### config.mk
export PLATFORM = sky130hd
export DESIGN_NAME = fs_accel_act_func_pipe
export DESIGN_NICKNAME = d
export VERILOG_FILES = /design/src/rtl/fs_accel_pkg.sv /design/src/rtl/fs_accel_act_lane.sv /design/src/rtl/fs_accel_act_func_pipe.sv
export SDC_FILE = /design/constraint.sdc
export NUM_CORES = 1
export LEC_CHECK = 0
export CAP_MARGIN = 10
export CORE_ASPECT_RATIO = 0.5
export CORE_UTILIZATION = 33
export CTS_CLUSTER_DIAMETER = 60
export DETAILED_ROUTE_END_ITERATION = 10
export HOLD_SLACK_MARGIN = 0.06
export SLEW_MARGIN = 20
export SYNTH_ARGS = -nofsm -noshare
export SYNTH_HDL_FRONTEND = slang
export SYNTH_SLANG_ARGS = --single-unit
### constraint.sdc
create_clock -name clk -period 11.47 [get_ports clk]
set_input_delay 2.294 -clock clk [delete_from_list [all_inputs] [get_ports clk]]
set_output_delay 2.294 -clock clk [all_outputs]
set_load 0.02 [all_outputs]
### src/rtl/fs_accel_pkg.sv
// Shared definitions for the activation pipeline: function codes, bound
// selectors carried between stages, and default geometry.
package fs_accel_pkg;

  localparam int unsigned TYP_W     = 4;
  localparam int unsigned LEAK_SH_W = 4;

  localparam int unsigned DEF_DATA_W = 32;
  localparam int unsigned DEF_LANES  = 4;
  localparam int unsigned DEF_FRAC_W = 8;
  localparam int unsigned DEF_CNT_W  = 16;

  // Activation function codes; codes 6..15 behave as pass-through.
  typedef enum logic [TYP_W-1:0] {
    ACT_RELU     = 4'd0,
    ACT_RELU6    = 4'd1,
    ACT_HSIGMOID = 4'd2,
    ACT_HTANH    = 4'd3,
    ACT_NONE     = 4'd4,
    ACT_LEAKY    = 4'd5
  } act_typ_e;

  // Lower bound: a zero floor that is not a saturation event (RELU, RELU6)
  // is kept distinct from one that is (HSIGMOID).
  typedef enum logic [1:0] {
    LO_NONE       = 2'd0,
    LO_ZERO_FLOOR = 2'd1,
    LO_ZERO_SAT   = 2'd2,
    LO_NEG_ONE    = 2'd3
  } lo_sel_e;

  typedef enum logic [1:0] {
    HI_NONE = 2'd0,
    HI_ONE  = 2'd1,
    HI_SIX  = 2'd2
  } hi_sel_e;

  typedef struct packed {
    lo_sel_e lo;
    hi_sel_e hi;
  } bnd_sel_t;

  localparam int unsigned BND_SEL_W = $bits(bnd_sel_t);

endpackage

### src/rtl/fs_accel_act_lane.sv
// One activation lane, purely combinational. The front half produces the
// pre-clamp value and bound selectors (registered in S1); the back half
// applies the clamp to the registered values and flags saturation (S2).
module fs_accel_act_lane
  import fs_accel_pkg::*;
#(
  parameter int unsigned DATA_W = DEF_DATA_W,
  parameter int unsigned FRAC_W = DEF_FRAC_W
) (
  input  logic [DATA_W-1:0]    x_i,
  input  logic [TYP_W-1:0]     typ_i,
  input  logic [LEAK_SH_W-1:0] leak_sh_i,
  output logic [DATA_W:0]      pre_o,
  output logic [BND_SEL_W-1:0] sel_o,
  input  logic [DATA_W:0]      pre_i,
  input  logic [BND_SEL_W-1:0] sel_i,
  output logic [DATA_W-1:0]    res_o,
  output logic                 sat_o
);

  localparam logic signed [DATA_W:0] ONE =
    {{(DATA_W-FRAC_W){1'b0}}, 1'b1, {FRAC_W{1'b0}}};
  localparam logic signed [DATA_W:0] SIX     = (ONE <<< 2) + (ONE <<< 1);
  localparam logic signed [DATA_W:0] HALF    = ONE >>> 1;
  localparam logic signed [DATA_W:0] NEG_ONE = -ONE;
  localparam logic signed [DATA_W:0] ZERO    = '0;

  logic signed [DATA_W:0] xs;
  logic signed [DATA_W:0] pre_s;
  logic signed [DATA_W:0] pre_r;
  logic signed [DATA_W:0] lo_val;
  logic signed [DATA_W:0] hi_val;
  bnd_sel_t               sel_a;
  bnd_sel_t               sel_b;

  // Front half: widen by one bit so the HSIGMOID offset cannot overflow.
  always_comb begin
    xs       = $signed({x_i[DATA_W-1], x_i});
    pre_s    = xs;
    sel_a.lo = LO_NONE;
    sel_a.hi = HI_NONE;
    case (typ_i)
      ACT_RELU: sel_a.lo = LO_ZERO_FLOOR;
      ACT_RELU6: begin
        sel_a.lo = LO_ZERO_FLOOR;
        sel_a.hi = HI_SIX;
      end
      ACT_HSIGMOID: begin
        pre_s    = (xs >>> 2) + HALF;
        sel_a.lo = LO_ZERO_SAT;
        sel_a.hi = HI_ONE;
      end
      ACT_HTANH: begin
        sel_a.lo = LO_NEG_ONE;
        sel_a.hi = HI_ONE;
      end
      ACT_LEAKY: if (xs[DATA_W]) pre_s = xs >>> leak_sh_i;
      default: ;
    endcase
  end

  assign pre_o = pre_s;
  assign sel_o = sel_a;

  // Back half: clamp against the selected bounds, report saturation.
  always_comb begin
    sel_b  = bnd_sel_t'(sel_i);
    pre_r  = $signed(pre_i);
    lo_val = (sel_b.lo == LO_NEG_ONE) ? NEG_ONE : ZERO;
    hi_val = (sel_b.hi == HI_SIX) ? SIX : ONE;
    res_o  = pre_i[DATA_W-1:0];
    sat_o  = 1'b0;
    if ((sel_b.lo != LO_NONE) && (pre_r < lo_val)) begin
      res_o = lo_val[DATA_W-1:0];
      sat_o = (sel_b.lo != LO_ZERO_FLOOR);
    end else if ((sel_b.hi != HI_NONE) && (pre_r > hi_val)) begin
      res_o = hi_val[DATA_W-1:0];
      sat_o = 1'b1;
    end
  end

endmodule

### src/rtl/fs_accel_act_func_pipe.sv
// Two-stage multi-lane activation pipeline with valid/ready on both sides,
// idle-only configuration load and a sticky saturation event counter.
module fs_accel_act_func_pipe
  import fs_accel_pkg::*;
#(
  parameter int unsigned DATA_W = DEF_DATA_W,
  parameter int unsigned LANES  = DEF_LANES,
  parameter int unsigned FRAC_W = DEF_FRAC_W,
  parameter int unsigned CNT_W  = DEF_CNT_W
) (
  input  logic                    clk,
  input  logic                    rst_n,
  input  logic                    cfg_we,
  input  logic [TYP_W-1:0]        cfg_typ,
  input  logic [LEAK_SH_W-1:0]    cfg_leak_sh,
  output logic                    cfg_err,
  input  logic                    in_valid,
  output logic                    in_ready,
  input  logic [LANES*DATA_W-1:0] in_data,
  output logic                    out_valid,
  input  logic                    out_ready,
  output logic [LANES*DATA_W-1:0] out_data,
  output logic                    busy,
  output logic [CNT_W-1:0]        sat_cnt,
  input  logic                    cnt_clr
);

  localparam int unsigned SUM_W = $clog2(LANES + 1);

  logic [TYP_W-1:0]                    typ_q, typ_d;
  logic [LEAK_SH_W-1:0]                leak_sh_q, leak_sh_d;
  logic                                cfg_err_q, cfg_err_d;
  logic                                s1_v_q, s1_v_d;
  logic                                s2_v_q, s2_v_d;
  logic [LANES-1:0][DATA_W:0]          s1_pre_q, s1_pre_d;
  logic [LANES-1:0][BND_SEL_W-1:0]     s1_sel_q, s1_sel_d;
  logic [LANES*DATA_W-1:0]             s2_data_q, s2_data_d;
  logic [CNT_W-1:0]                    sat_cnt_q, sat_cnt_d;

  logic                                s1_en, s2_en;
  logic                                s1_load, s2_load;
  logic                                cfg_ok;
  logic [LANES-1:0][DATA_W:0]          lane_pre;
  logic [LANES-1:0][BND_SEL_W-1:0]     lane_sel;
  logic [LANES*DATA_W-1:0]             lane_res;
  logic [LANES-1:0]                    lane_sat;
  logic [SUM_W-1:0]                    sat_sum;
  logic [CNT_W:0]                      cnt_sum;

  for (genvar l = 0; l < LANES; l++) begin : g_lane
    fs_accel_act_lane #(
      .DATA_W (DATA_W),
      .FRAC_W (FRAC_W)
    ) u_lane (
      .x_i       (in_data[l*DATA_W +: DATA_W]),
      .typ_i     (typ_q),
      .leak_sh_i (leak_sh_q),
      .pre_o     (lane_pre[l]),
      .sel_o     (lane_sel[l]),
      .pre_i     (s1_pre_q[l]),
      .sel_i     (s1_sel_q[l]),
      .res_o     (lane_res[l*DATA_W +: DATA_W]),
      .sat_o     (lane_sat[l])
    );
  end

  // Handshake: an empty stage always loads, so bubbles collapse.
  always_comb begin
    s2_en   = !s2_v_q || out_ready;
    s1_en   = !s1_v_q || s2_en;
    s1_load = s1_en && in_valid;
    s2_load = s2_en && s1_v_q;
  end

  // Configuration is accepted only with the pipeline empty and no beat offered.
  always_comb begin
    cfg_ok    = cfg_we && !s1_v_q && !s2_v_q && !in_valid;
    typ_d     = cfg_ok ? cfg_typ : typ_q;
    leak_sh_d = cfg_ok ? cfg_leak_sh : leak_sh_q;
    cfg_err_d = cfg_err_q || (cfg_we && !cfg_ok);
  end

  // Stage next-state: valids follow the enables, data only on a real load.
  always_comb begin
    s1_v_d    = s1_en ? in_valid : s1_v_q;
    s2_v_d    = s2_en ? s1_v_q : s2_v_q;
    s1_pre_d  = s1_load ? lane_pre : s1_pre_q;
    s1_sel_d  = s1_load ? lane_sel : s1_sel_q;
    s2_data_d = s2_load ? lane_res : s2_data_q;
  end

  // Saturation counter: the per-lane sat bits are counted as the beat enters
  // S2; the count sticks at all-ones and a clear overrides a same-cycle add.
  always_comb begin
    sat_sum = '0;
    for (int unsigned i = 0; i < LANES; i++) begin
      sat_sum = sat_sum + SUM_W'(lane_sat[i]);
    end
    cnt_sum   = {1'b0, sat_cnt_q} + {{(CNT_W+1-SUM_W){1'b0}}, sat_sum};
    sat_cnt_d = sat_cnt_q;
    if (cnt_clr) begin
      sat_cnt_d = '0;
    end else if (s2_load) begin
      sat_cnt_d = cnt_sum[CNT_W] ? '1 : cnt_sum[CNT_W-1:0];
    end
  end

  // State registers, cleared asynchronously.
  always_ff @(posedge clk or negedge rst_n) begin
    if (!rst_n) begin
      typ_q     <= ACT_NONE;
      leak_sh_q <= '0;
      cfg_err_q <= 1'b0;
      s1_v_q    <= 1'b0;
      s2_v_q    <= 1'b0;
      s1_pre_q  <= '0;
      s1_sel_q  <= '0;
      s2_data_q <= '0;
      sat_cnt_q <= '0;
    end else begin
      typ_q     <= typ_d;
      leak_sh_q <= leak_sh_d;
      cfg_err_q <= cfg_err_d;
      s1_v_q    <= s1_v_d;
      s2_v_q    <= s2_v_d;
      s1_pre_q  <= s1_pre_d;
      s1_sel_q  <= s1_sel_d;
      s2_data_q <= s2_data_d;
      sat_cnt_q <= sat_cnt_d;
    end
  end

  assign in_ready  = s1_en;
  assign out_valid = s2_v_q;
  assign out_data  = s2_data_q;
  assign busy      = s1_v_q || s2_v_q;
  assign cfg_err   = cfg_err_q;
  assign sat_cnt   = sat_cnt_q;

endmodule
---- Word-level counts from Yosys, hierarchy flattened ----
Cells that the tools add are included.
cells by class
  shift-type cells ........................ 4
  multiplexer cells ....................... 31
  magnitude comparators ................... 8
  multiply operators ...................... 0
  reduce and logical (&&, ||, !) cells .... 28
  equal/unequal tests ..................... 7
  divide/modulo/power cells ............... 0
  $add $sub $neg .......................... 8
  bitwise gates (word level) .............. 0
operator list
  cell                                                              count
  33-bit one-hot mux with 2 select lines                            4
  32-bit 2-to-1 mux                                                 8
  33-bit 2-to-1 mux                                                 5
  33-bit less-than comparator                                       4
  32-bit by 4-bit >>> shifter with 33-bit output                    4
  30-bit by 9-bit adder with 31-bit output (second input constant)  4
  33-bit greater-than comparator                                    3
  16-bit 2-to-1 mux                                                 3
  33-bit by 12-bit greater-than comparator with 1-bit output        1
  16-bit by 3-bit adder with 17-bit output                          1
  1-bit logical AND                                                 14
  11-bit 2-to-1 mux                                                 1
  4-bit by 2-bit == test with 1-bit output (second input constant)  2
  1-bit 2-to-1 mux                                                  8
  2-bit one-hot mux with 3 select lines                             1
  2-bit nonzero test                                                3
  2-bit == test (second input constant)                             2
  4-bit by 1-bit == test with 1-bit output (second input constant)  1
  4-bit by 3-bit == test with 1-bit output (second input constant)  1
  1-bit logical NOT                                                 4
  4-bit logical NOT                                                 1
  1-bit logical OR                                                  4
  2-bit one-hot mux with 2 select lines                             1
  2-bit OR reduction                                                2
  other kinds (4)                                                   4
word-level totals
  memory bits (writable) .................. 0
  memories kept ........................... 0
  output and inout port bits .............. 148
  bits in latches ......................... 0
  bits in registers ....................... 291
  input port bits ......................... 142
  logic and storage cells ................. 98
  memory bits (read-only) ................. 0

---- Longest topological paths before layout ----
  word-level depth ........................ 13
  mapped depth ............................ 24
  mapped depth without buffers ............ 21

---- Modules after synthesis ----
A second synthesis with hierarchy kept.
unflattened totals
  cell total of the unflattened synthesis .. 2,835
  area total of the unflattened synthesis .. 25,934.9 um^2
modules (own cells, without submodules)
  module                                     times used  cells each  area each (um^2)  seq. area each (um^2)
  fs_accel_act_func_pipe                     1           978         11,612.4          7,583.5
  fs_accel_act_lane at g_lane[2].u_lane ...  2           462         3,612.2           0.0
  fs_accel_act_lane at g_lane[1].u_lane      1           465         3,585.9           0.0
  fs_accel_act_lane at g_lane[0].u_lane      1           468         3,512.1           0.0

---- Least setup slack after synthesis ----
Ideal clock, no wire load.
  path type ............................... register to register
  from .................................... reg s1_sel_q[14] (netlist name)
  to ...................................... reg sat_cnt_q[0], in the netlist sat_cnt[0]
  arrival ................................. 6.588 ns
  stages on the path, launching flop included .. 23
  data required time ...................... 11.371 ns
  library setup time ...................... 0.099 ns
  path buffers ............................ 3
  clock period less this slack ............ 6.687 ns
  setup slack ............................. 4.783 ns
  cells stage by stage .................... dfrtp_1 -> buf_2 -> and2_1 -> buf_2 -> inv_1 -> ha_1 -> and4_1 -> a21oi_1 -> o221ai_1 -> a21o_1 -> or3_1 -> a31oi_1 -> a31oi_1 -> fa_1 -> fa_1 -> inv_1 -> fa_1 -> and3_1 -> nand3_1 -> nor2_1 -> nand4_1 -> clkbuf_1 -> a311oi_1
on the way
  word-level cells in the longest chain between the ends .. 12
  elaborated cells between the ends (all ways) .. 23
  classes of those cells .................. add/sub: 4; order compare: 4; eq/ne: 2; mux: 8; reduce/logical: 5
RTL lines
  item                                        RTL line                       text
  from (decl)                                 fs_accel_act_func_pipe.sv:36   logic [LANES-1:0][BND_SEL_W-1:0] s1_sel_q, s1_sel_d;
  from (signal assigned)                      fs_accel_act_func_pipe.sv:127  s1_sel_q <= s1_sel_d;
  2-bit == test                               -
  33-bit 2-to-1 mux                           -
  33-bit less-than comparator                 -
  1-bit logical AND                           -
  1-bit 2-to-1 mux                            -
  1-bit by 1-bit adder with 2-bit output      -
  2-bit by 1-bit adder with 3-bit output      -
  3-bit by 1-bit adder with 3-bit output *    fs_accel_act_func_pipe.sv:97   sat_sum = sat_sum + SUM_W'(lane_sat[i]);
  16-bit by 3-bit adder with 17-bit output *  fs_accel_act_func_pipe.sv:99   cnt_sum = {1'b0, sat_cnt_q} + {{(CNT_W+1-SUM_W){1'b0}}, sat_sum};
  16-bit 2-to-1 mux *                         fs_accel_act_func_pipe.sv:104  sat_cnt_d = cnt_sum[CNT_W] ? '1 : cnt_sum[CNT_W-1:0];
  16-bit 2-to-1 mux *                         fs_accel_act_func_pipe.sv:103  end else if (s2_load) begin
  16-bit 2-to-1 mux *                         fs_accel_act_func_pipe.sv:101  if (cnt_clr) begin
  to (signal assigned)                        fs_accel_act_func_pipe.sv:129  sat_cnt_q <= sat_cnt_d;
  to (decl)                                   fs_accel_act_func_pipe.sv:38   logic [CNT_W-1:0] sat_cnt_q, sat_cnt_d;
Every way passes the cells marked *; elsewhere a longest branch is shown, timed or not. The select of a mux whose other input is x is not followed.
A chain may end at the register's enable or synchronous reset.

---- Final worst setup path ----
  from .................................... reg s1_sel_q[12] (netlist name)
  to ...................................... reg sat_cnt_q[9], in the netlist sat_cnt[9]
on the way
  word-level cells in the longest chain between the ends .. 13
  elaborated cells between the ends (all ways) .. 26
  classes of those cells .................. add/sub: 4; order compare: 4; eq/ne: 1; mux: 12; reduce/logical: 5
RTL lines
  item                                        RTL line
  2-bit == test                               -
  11-bit 2-to-1 mux                           -
  33-bit greater-than comparator              -
  1-bit logical AND                           -
  1-bit 2-to-1 mux (2 in series)              -
  1-bit by 1-bit adder with 2-bit output      -
  2-bit by 1-bit adder with 3-bit output      -
  3-bit by 1-bit adder with 3-bit output *    fs_accel_act_func_pipe.sv:97
  16-bit by 3-bit adder with 17-bit output *  fs_accel_act_func_pipe.sv:99
  16-bit 2-to-1 mux *                         fs_accel_act_func_pipe.sv:104
  16-bit 2-to-1 mux *                         fs_accel_act_func_pipe.sv:103
  16-bit 2-to-1 mux *                         fs_accel_act_func_pipe.sv:101
Marks and branches as above.

==> impl_metrics.csv <==
group,metric,value,unit
timing,setup_viol,0,
logic_synthesis,syn_area_per_cell,8.73,sq um
die,initial_core_util,33.7,%
logic_synthesis,synthCells,2685,
logic_synthesis,synthesis.area,23400,sq um
final_layout,regArea,7170,sq um
logic_synthesis,ys_ff_latch,286,
logic_synthesis,yosysSeqAreaShare,30.5,%
timing,max_freq,135,MHz
logic_synthesis,synth_area_leaders,"dfrtp_1 30%, mux4_2 13%, nand2_1 7.0%, ha_1 5.8%, o21ai_0 5.7%",
global_routing,grtUsageTotal,25.3,%
global_routing,grt_max_degree,114,
timing,drv_slew,0,
clock_network,cts_resized,0,
clock_network,cts_buffers,34,
drt,drt_iter0_drc,2735,
logic_synthesis,synth.distinct_cells,83,
global_routing,grt_pass1_vias,21154,
worst_setup_path,worstRegToRegCells,22,
min_path,hold_depth,1,
power,leakage,10.8,nW
placement,dp.cells,3709,
timing,hold_viol,0,
worst_setup_path,crit_path_end_kind,"flop",
die,core_area,69600,sq um
timing,timing.final.crit_share,64.8,%
final_layout,syn2layout_area_growth,19.1,%
clock_network,cts_tree,"done",
drt,via_per_inst,6.06,
global_routing,grt_overflow_total,0,
clock_network,root_buffer,"clkbuf_16",
clock_network,clk_pin_slew_worst_paths,60,ps
worst_setup_path,crit_type,"reg -> reg",
final_layout,multi_input_area,15100,sq um
placement,gp_congestion,0.941,
drt,wirelength,93.0,mm
power,peakVddDrop,0.0000961,V
drt,dr_total_vias,22882,
die,std_cell_rows,68,
drt,drc,0,
die,dieArea,72100,sq um
final_layout,stdcell_count,3773,
final_layout,final_nets,3055,
run,cap_violations,0,
worst_setup_path,cp-start-kind,"flop",
drt,wl_per_cell,24.6,microns
final_layout,fill_cells,6960,
status,outcome,"finished, final reports clean",
logic_synthesis,ys.flop_type,"dfrtp_1",
min_path,hold_path.class,"reg -> reg",
drt,ant_nets,0,
placement,dp_hpwl,67.4,mm
drt,drt_pass1_iterations,6,
placement,port_buffers,289,
logic_synthesis,synthArstFlopShare,100,%
logic_synthesis,synth_fp_nets,2939,
logic_synthesis,synth_top_area_share,30.4,%
timing,whs,476,ps
worst_setup_path,crit_arrival,7860,ps
logic_synthesis,synth_top_area_cell,"dfrtp_1",
timing,fin_setup_tns,0,ps
clock_network,clkLatencyLatePin,550,ps
timing,maxSlewHeadroom,23.8,%
clock_network,postCtsHoldBufs,0,
die,die_x,379,microns
global_routing,antenna_found_initial,9,
global_routing,grt_pass1_wl,139,mm
die,num_io_pins,290,
clock_network,post_cts_buffers,0,
clock_network,cts_sinks,286,
timing,rsz0062_at_grt,"no",
timing,period_minus_slack,7430,ps
worst_setup_path,crit_fanout,48,
timing,worstMarginPinSlew,1140,ps
power,power,5.71,mW
logic_synthesis,synth_edf_count,0,
clock_network,h-tree-depth,2,
power,p_per_area,205,nW/um^2
worst_setup_path,cp.required,11900,ps
die,fp.dieH,190,microns
logic_synthesis,ys_warn_count,0,
clock_network,clk_path_buf_depth,3,
timing,skew,16.0,ps
final_layout,drive_gt1_share,10.4,%
## placed cells by master (no fill, tap or decap), types with 9 or more instances in the layout
| cell type | netlist | final |
|---|---|---|
| nand2_1 | 438 | 435 |
| clkdlybuf4s50_1 | 0 | 288 |
| dfrtp_1 | 285 | 281 |
| o21ai_0 | 267 | 267 |
| nor2_1 | 263 | 262 |
| mux4_2 | 136 | 136 |
| ha_1 | 109 | 109 |
| a21oi_1 | 97 | 97 |
| a221oi_1 | 79 | 79 |
| o22ai_1 | 76 | 76 |
| nand3_1 | 68 | 68 |
| a31oi_1 | 60 | 60 |
| mux2i_1 | 50 | 50 |
| xor2_1 | 39 | 39 |
| and3_1 | 36 | 36 |
| xnor2_1 | 36 | 36 |
| clkbuf_16 | 0 | 35 |
| buf_4 | 22 | 34 |
| a211oi_1 | 30 | 30 |
| nand4_1 | 29 | 29 |
| nor3_1 | 27 | 26 |
| nor4_1 | 25 | 25 |
| inv_1 | 26 | 24 |
| a311oi_1 | 18 | 18 |
| a21o_1 | 16 | 16 |
| mux2_2 | 16 | 16 |
| nand2b_1 | 14 | 14 |
| o22ai_2 | 14 | 14 |
| a22oi_1 | 13 | 13 |
| and4_1 | 13 | 13 |
| o21ai_1 | 14 | 13 |
| o211ai_1 | 12 | 12 |
| nor2b_1 | 11 | 11 |
| o21a_1 | 11 | 11 |
| or3_1 | 9 | 9 |
| clkbuf_1 | 165 | 9 |
## state kept, by name, summed over array words and instances, names as in the netlist
signal and flops:
leak_sh_q 4, s1_pre_q 128, s1_v_q 1, cfg_err 1, sat_cnt 16, out_data 128
out_valid 1, s1_sel_q 3, typ_q 4
## synthesized netlist by cell type, types with 30 or more instances
| cell | count |
|---|---|
| nand3_1 | 68 |
| dfrtp_1 | 285 |
| xnor2_1 | 36 |
| a31oi_1 | 60 |
| a21oi_1 | 97 |
| a211oi_1 | 30 |
| a221oi_1 | 79 |
| nand2_1 | 438 |
| clkbuf_1 | 165 |
| ha_1 | 109 |
| xor2_1 | 39 |
| mux2i_1 | 50 |
| o21ai_0 | 267 |
| mux4_2 | 136 |
| nor2_1 | 263 |
| o22ai_1 | 76 |
| and3_1 | 36 |
## layout make-up
class | instances | area share, %
clock buffer | 48 | 3.46
multi-input combinational | 2128 | 54.2
sequential | 286 | 25.7
inverter | 27 | 0.372
antenna | 4 | 0.0359
clock inverter | 11 | 0.597
tap | 945 | 4.24
timing repair buffer | 324 | 11.4
## critical path, cell delays in order (launching register included)
cell	delay, ps
dfrtp_1	530
and2_1	360
inv_2	720
buf_4	590
ha_1	370
nand3_1	150
nor4_2	410
a21oi_1	110
o21ai_0	250
or2_2	280
mux2i_1	80
a22oi_1	280
fa_1	490
fa_1	480
inv_1	90
fa_1	200
and3_1	200
nand3_1	160
nor2_1	280
nand4_1	580
o21ai_0	280
a21oi_1	100
a211oi_1	260
## routing by layer
metal	part of all wire (%)	global-route usage, %	wire (microns)	up-vias
met5	0.037	0	34	-
met2	44	38.0	40600	1233
met4	2.5	6.11	2320	6
li1	-	-	-	10280
met3	11	6.48	10300	143
met1	43	36.0	39800	11220
## cells by family (layout without fill, tap and decap cells)
group	after synthesis	after routing	share of synthesized area [%]
AO/OA/AOI/OAI	761	761	20.9
flip-flops	286	286	30.5
XOR/XNOR	75	75	2.80
adder cells (fa/ha/maj)	112	112	6.08
multiplexers	202	202	16.0
AND/OR/NAND/NOR	978	978	18.6
buffers and inverters	271	410	5.13
other	0	4	0
## path summary, 6_finish.rpt
kind / endpoint / from / slack [ps]
max: sat_cnt[9] / s1_sel_q[12] / 4040
min: cfg_err / cfg_err / 480
max reg2reg: sat_cnt[9] / s1_sel_q[12] / 4040
min reg2reg: cfg_err / cfg_err / 480
max in group asynchronous: leak_sh_q[1] / rst_n / 8230
min in group asynchronous: s1_pre_q[67] / rst_n / 1710
## stage by stage
step                      cell area (sq um)  util [%]  worst slack (ps)
after floorplan                       23400         -              4780
after global placement                26700      38.4              4450
after detailed placement              26700      38.4              4210
after CTS                             27900      40.0              4170
after global routing                  27900      40.1              3570
final                                 27900      40.1              4040
## power by group
part	switching [mW]	internal (mW)	leakage [nW]
combinational	1.63	1.23	6.83
sequential	0.445	1.29	3.40
clock	0.460	0.660	0.554
Note: power is estimated with default switching activity, not from simulation.
